[config.mk]
export PLATFORM = sky130hd
export DESIGN_NAME = mux4x1_rr_sched
export DESIGN_NICKNAME = d
export VERILOG_FILES = /design/src/rtl/mux4x1_rr_sched.sv
export SDC_FILE = /design/constraint.sdc
export NUM_CORES = 1
export LEC_CHECK = 0
export CORE_MARGIN = 3
export CORE_UTILIZATION = 45
export DETAILED_ROUTE_END_ITERATION = 7
export GPL_TIMING_DRIVEN = 0
export PLACE_DENSITY = 0.71
export SLEW_MARGIN = 10
export SYNTH_ARGS = -nofsm -noshare
export SYNTH_HDL_FRONTEND = slang
export SYNTH_SLANG_ARGS = --single-unit
[constraint.sdc]
create_clock -name clk -period 2.36 [get_ports clk]
set_clock_uncertainty 0.1 [all_clocks]
set_input_delay 0.236 -clock clk [delete_from_list [all_inputs] [get_ports clk]]
set_output_delay 0.236 -clock clk [all_outputs]
set_load 0.01 [all_outputs]
[src/rtl/mux4x1_rr_sched.sv]
// Round-robin scheduler for a shared 4:1 mux: one-hot grant, hold limit of MAX_HOLD
// cycles per ownership, zero-bubble handoff, bit-swapped select encoding.
module mux4x1_rr_sched #(
   parameter int unsigned MAX_HOLD = 4
) (
   input  logic       clk,
   input  logic       rst_n,
   input  logic [3:0] req,
   output logic [3:0] gnt,
   output logic [1:0] gnt_id,
   output logic [1:0] sel,
   output logic       busy
);

   localparam int unsigned CNT_W = (MAX_HOLD > 1) ? $clog2(MAX_HOLD) : 1;
   localparam logic [CNT_W-1:0] CNT_MAX = CNT_W'(MAX_HOLD - 1);

   typedef enum logic [0:0] {IDLE, GRANT} state_t;

   state_t           state_q, state_d;
   logic [3:0]       gnt_q, gnt_d;
   logic [1:0]       gnt_id_q, gnt_id_d;
   logic [1:0]       sel_q, sel_d;
   logic             busy_q, busy_d;
   logic [1:0]       ptr_q, ptr_d;
   logic [CNT_W-1:0] cnt_q, cnt_d;
   logic [2:0]       win;
   logic [1:0]       start;

   // Returns {found, index} of the first set bit searching start, start+1, ... mod 4.
   function automatic logic [2:0] pick_rr(input logic [3:0] r, input logic [1:0] s);
      logic [2:0] res;
      logic [1:0] idx;
      res = '0;
      for (int unsigned i = 0; i < 4; i++) begin
         idx = s + 2'(i);
         if (!res[2] && r[idx]) res = {1'b1, idx};
      end
      return res;
   endfunction

   always_comb begin
      state_d  = state_q;
      gnt_d    = gnt_q;
      gnt_id_d = gnt_id_q;
      sel_d    = sel_q;
      busy_d   = busy_q;
      ptr_d    = ptr_q;
      cnt_d    = cnt_q;
      start    = ptr_q;
      win      = '0;

      case (state_q)
         IDLE: begin
            gnt_d  = '0;
            busy_d = 1'b0;
            win    = pick_rr(req, ptr_q);
         end
         GRANT: begin
            if (!req[gnt_id_q] || cnt_q == CNT_MAX) begin
               // Searching from owner+1 leaves the owner last, so it only wins when alone.
               start  = gnt_id_q + 2'd1;
               ptr_d  = start;
               win    = pick_rr(req, start);
               if (!win[2]) begin
                  state_d = IDLE;
                  gnt_d   = '0;
                  busy_d  = 1'b0;
               end
            end else begin
               cnt_d = cnt_q + CNT_W'(1);
            end
         end
         default: state_d = IDLE;
      endcase

      if (win[2]) begin
         state_d  = GRANT;
         gnt_d    = 4'b0001 << win[1:0];
         gnt_id_d = win[1:0];
         sel_d    = {win[0], win[1]};
         busy_d   = 1'b1;
         cnt_d    = '0;
      end
   end

   always_ff @(posedge clk) begin
      if (!rst_n) begin
         state_q  <= IDLE;
         gnt_q    <= '0;
         gnt_id_q <= '0;
         sel_q    <= '0;
         busy_q   <= 1'b0;
         ptr_q    <= '0;
         cnt_q    <= '0;
      end else begin
         state_q  <= state_d;
         gnt_q    <= gnt_d;
         gnt_id_q <= gnt_id_d;
         sel_q    <= sel_d;
         busy_q   <= busy_d;
         ptr_q    <= ptr_d;
         cnt_q    <= cnt_d;
      end
   end

   assign gnt    = gnt_q;
   assign gnt_id = gnt_id_q;
   assign sel    = sel_q;
   assign busy   = busy_q;

endmodule

; ---- After elaboration in Yosys (flattened, before gate mapping)
; Index checks and enable logic that the tools add are counted.
[word_totals]
reg_bits = 14
latch_bits = 0
mem_bits_rw = 0
rom_bits = 0
in_bits = 6
output_inout_bits = 9
elab_cells = 100
mem_count = 0
[op_classes]
add_sub_neg = 8
mul = 0
div = 0
magnitude_cmp = 9
n_eq_ne = 3
shift = 1
muxes = 51
bitwise = 3
reduce_logical = 18
[op_table]
columns = operator, count
row1 = 3-bit 2-to-1 mux, 20
row2 = "2-bit by 3-bit < comparator with 1-bit output, second input constant", 9
row3 = 1-bit binary-select mux with 2-bit select, 9
row4 = 1-bit 2-to-1 mux, 16
row5 = 4-bit 2-to-1 mux, 3
row6 = "2-bit by 1-bit adder with 2-bit output, second input constant", 4
row7 = "2-bit adder, second input constant", 4
row8 = 4-bit one-hot mux with 2 select lines, 1
row9 = 1-bit zero test, 7
row10 = 1-bit logical AND, 6
row11 = 3-bit one-hot mux with 2 select lines, 1
row12 = 2-bit AND reduction, 3
row13 = "1-bit by 2-bit left shift with 4-bit output, first input constant", 1
row14 = "3-bit by 1-bit != test with 1-bit output, second input constant", 1
row15 = "3-bit != test, second input constant", 1
row16 = 1-bit inverter, 3
row17 = "2-bit equality test, second input constant", 1
row18 = 1-bit one-hot mux with 2 select lines, 1
row19 = 2-bit OR reduction, 1
row20 = 1-bit logical OR, 1

; ---- Logic depth before layout (Yosys ltp)
[depth]
depth_word = 25
ltp_mapped = 6
mapped_depth_nobuf = 6

; ---- Worst setup path before layout
; Ideal clock, no wire load.
[synth_path]
path_type = register to register
from = register gnt_id_q[0] (netlist: gnt_id[0])
to = register gnt_q[3] (netlist: gnt[3])
setup_time_ps = 122
arrival_ps = 1775
setup_slack_ps = 363
stages_incl_launch_ff = 5
n_path_buf = 0
period_less_slack_ps = 1997
cell_sequence = dfxtp_1 mux4_2 and3_2 and2_1 a221o_1
[synth_between]
elab_chain_len = 25
elab_cells_between_ends = 41
cone_classes = add/sub (4) / eq/ne (2) / shift (1) / mux (25) / reduce/logical (9)
[synth_lines]
columns = element, line_no
row1 = from (decl), 22  ; logic [1:0] gnt_id_q, gnt_id_d;
row2 = from (signal assigned), 99  ; gnt_id_q <= gnt_id_d;
row3 = 2-bit by 1-bit adder with 2-bit output, 62  ; start = gnt_id_q + 2'd1;
row4 = 1-bit binary-select mux with 2-bit select, 37  ; if (!res[2] && r[idx]) res = {1'b1, idx};
row5 = 1-bit 2-to-1 mux (not written as such), 37
row6 = 3-bit 2-to-1 mux, 37
row7 = 3-bit 2-to-1 mux, 60  ; if (!req[gnt_id_q] || cnt_q == CNT_MAX) begin
row8 = 3-bit 2-to-1 mux, 53  ; case (state_q)
row9 = 1-bit zero test, 37
row10 = 1-bit logical AND, 37
row11 = [... 9 more ...], --
row12 = 1-bit logical AND, 37
row13 = 3-bit 2-to-1 mux, 37
row14 = 3-bit 2-to-1 mux, 60
row15 = 3-bit 2-to-1 mux, 53
row16 = 3-bit 2-to-1 mux, 60
row17 = 3-bit one-hot mux with 2 select lines, 53
row18 = "3-bit != test (no source line), or another cell as far along", --
row19 = 2-bit AND reduction (no source line) or 4-bit 2-to-1 mux (tied branches), --
row20 = to (signal assigned), 98  ; gnt_q <= gnt_d;
row21 = to (decl), 21  ; logic [3:0] gnt_q, gnt_d;
; Parallel ways exist; a longest one is shown, timed or not. The select of a mux whose other input is x is not followed.
; A chain may end at the register's enable or synchronous reset.

; ---- Worst setup path after layout
[layout_path]
from = register gnt_id_q[0] (netlist: gnt_id[0])
to = register gnt_q[1] (netlist: gnt[1])
; The elaborated chain is that of the path after synthesis.

==> results.yml <==
route:
  wire_per_inst_um: 13.9
  via_count: 688
  avgViaCountPerCell: 5.73
  drt_iter0_markers: 11
  drt_wl_total_mm: 1.67
  dr.pass1.iters: 4
  ant_nets: 0
  drc_errors: 0
synthesis:
  syn_inst: 88
  ys_ff_latch: 12
  yosys_warnings: 0
  syn_area_per_cell_um2: 8.47
  netlist_area_um2: 746
  yosysSeqAreaShare_pct: 32.2
  synth_nets: 95
  synthDistinctLibCells: 38
floorplanning:
  num_rows: 14
  fp.dieH_um: 46.7
  start_util_pct: 48.4
  core_area_mm2: 0.00154
  dieArea_mm2: 0.00218
  io_pins: 15
  dieWidth_um: 46.7
sta:
  fmax_mhz: 471
  fin_crit_ps: 2120
  rsz0062_at_grt: "false"
  final_hold_viol_count: 0
  tightestPinTransition_ps: 599
  slew_headroom_pct: 59.8
  min_period_over_period_pct: 89.9
  finalSetupViolCount: 0
  drv_slew: 0
place:
  hpwlAfterDp_mm: 1.25
  io_buffer_count: 13
  place.gp.congestion: 0.810
  place_inst: 117
  place_area_um2: 896
setup_path:
  cp_slowest_cell: "mux4_2"
  endpoint: "gnt[1]"
  critPathKind: "reg2reg"
  r2r_end: "gnt[1]"
  cp-startpoint: "gnt_id[0]"
  critPathCaptureType: "register"
  critical_path_buf_inv_count: 0
  cp.depth: 5
  crit_fanout: 10
  cp.required_ps: 2410
  r2r_start: "gnt_id[0]"
  max_stage_delay_ps: 610
  cpLargestDelayFamily: "compound AO/OA/AOI/OAI gates"
  r2r_setup_slack_ps: 240
  worstPathCellList: "mux4_2 > a21oi_2 > a22oi_1 > a32oi_1 > o21ai_0"
  cp.arrival_ps: 2180
  r2r_cells: 5
  crit_path_start_kind: "register"
global_route:
  grt_max_degree: 11
  grt_first_pass_wirelength_mm: 2.82
  grtUsageTotal_pct: 19.1
  grt_pass1_vias: 604
  grt_overflow_total: 0
  antenna_found_initial: 0
job:
  max_cap_viol_count: 0
min_path:
  hold_class: "in2reg"
power_and_ir_drop:
  power_density_mw_per_mm2: 583
  leakagePower_nw: 0.360
  max-vdd-ir-drop_uv: 365
cts:
  cts-resized-gates: 0
  cts_buffers: 3
  post_cts_buffers: 0
  cts_buffer_depth: 2
  hold_buffers: 0
  cts_tree: "built"
  cts.sinks: 12
  clock_tree.root_cell: "clkbuf_4"
  clkTransAtPathRegs_ps: 70
  h-tree-depth: 1
  insertion_delay_ps: 280
final_layout:
  drive_gt1_share_pct: 17.3
  antenna_cells: 0
  final_nets: 113
  fin_cells: 120
  final_util_pct: 59.6
  stdcell_area_um2: 918
  syn_to_final_growth_pct: 23.2
  fillCellCount: 143
run_status:
  status: "complete, no violations"
tightest hold or removal path: cells and delay by family:
family | cells | cell delay, ps
AND/OR/NAND/NOR | 2 | 140
buffers and inverters | 1 | 110
multiplexers | 1 | 140
how the worst min path moves through the flow:
stage / to / from / cells past startpoint / slack, ps
finish: cnt_q[0] / req[1] / 4 / 300
global route: cnt_q[0] / req[1] / 4 / 350
CTS: cnt_q[0] / req[1] / 4 / 280
detailed placement: gnt[0] / gnt[0] / 2 / 340
global placement: gnt[2] / gnt[2] / 2 / 340
floorplan: ptr_q[0] / rst_n / 1 / 260
kinds of logic after synthesis:
group           count (synthesis)  synth area share (%)
simple gates                   33                  24.5
compound gates                 28                  27.9
flops                          12                  32.2
buf+inv                        11                  8.05
mux                             3                  5.70
fa+ha+maj                       1                  1.68
final cells by class:
class                           instances  area, um2  share of cell area (%)
Inverter                                7       26.3                    2.86
Sequential cell                        12        240                    26.2
Timing Repair Buffer                   13        130                    14.2
Multi-Input combinational cell         65        445                    48.5
Clock buffer                            3       22.5                    2.45
Buffer                                  4       33.8                    3.68
Tap cell                               16       20.0                    2.18
power breakdown:
part	switching [mW]	internal, mW
Sequential	0.0181	0.222
Combinational	0.0810	0.0897
Clock	0.0654	0.0592
cell usage in the layout, fill, tap and decap left out, types with 2 or more instances in the layout:
cell	n
clkdlybuf4s50_1	13
dfxtp_1	12
nor2_1	9
inv_1	7
nand2_1	6
o21ai_0	5
buf_4	3
a31oi_1	3
a21oi_1	3
clkbuf_4	3
a21o_2	2
nand2b_1	2
or2b_2	2
mux2i_1	2
and2_1	2
nor2b_1	2
a221o_1	2
a22oi_1	2
nand3_1	2
o21ai_1	2
flip-flops by register name, indices dropped and copies added (netlist names):
register,count
gnt,4
cnt_q,2
ptr_q,2
busy,1
gnt_id,1
sel,1
state_q,1
synth_stat cells, drive strengths merged:
cell type | number | area (um2)
a211o | 1 | 10.0
a21boi | 1 | 7.51
a21o | 2 | 17.5
a21oi | 4 | 23.8
a221o | 2 | 20.0
a221oi | 1 | 8.76
a22oi | 2 | 15.0
a311oi | 1 | 8.76
a31oi | 3 | 18.8
a32oi | 1 | 8.76
and2 | 3 | 21.3
and3 | 2 | 13.8
buf | 4 | 33.8
dfxtp | 12 | 240
ha | 1 | 12.5
inv | 7 | 26.3
mux2i | 2 | 20.0
mux4 | 1 | 22.5
nand2 | 6 | 22.5
nand2b | 2 | 12.5
nand3 | 2 | 10.0
nand3b | 1 | 7.51
nor2 | 9 | 33.8
nor2b | 2 | 12.5
nor3 | 1 | 5.00
nor4 | 1 | 12.5
o211a | 1 | 10.0
o211ai | 1 | 7.51
o21ai | 7 | 35.0
o41ai | 1 | 16.3
or2b | 3 | 25.0
or3 | 1 | 6.26
metal layers:
metal	vias up	global-route usage (%)	wire length (um)
met4	0	13.3	44
met5	-	0	0
met1	313	25.9	801
li1	359	-	-
met3	5	5.47	67
met2	11	25.8	755
stage by stage:
stage	setup TNS (ps)	setup slack [ps]	hold slack (ps)	total power [mW]
final	0	239	296	0.535
after global routing	0	78.5	346	0.574
after CTS	0	215	281	0.542
after detailed placement	-55.5	-36.1	343	0.416
after global placement	-22.0	-16.7	338	0.412
after floorplan	0	363	258	0.349
Power figures use the tool's default switching activity.
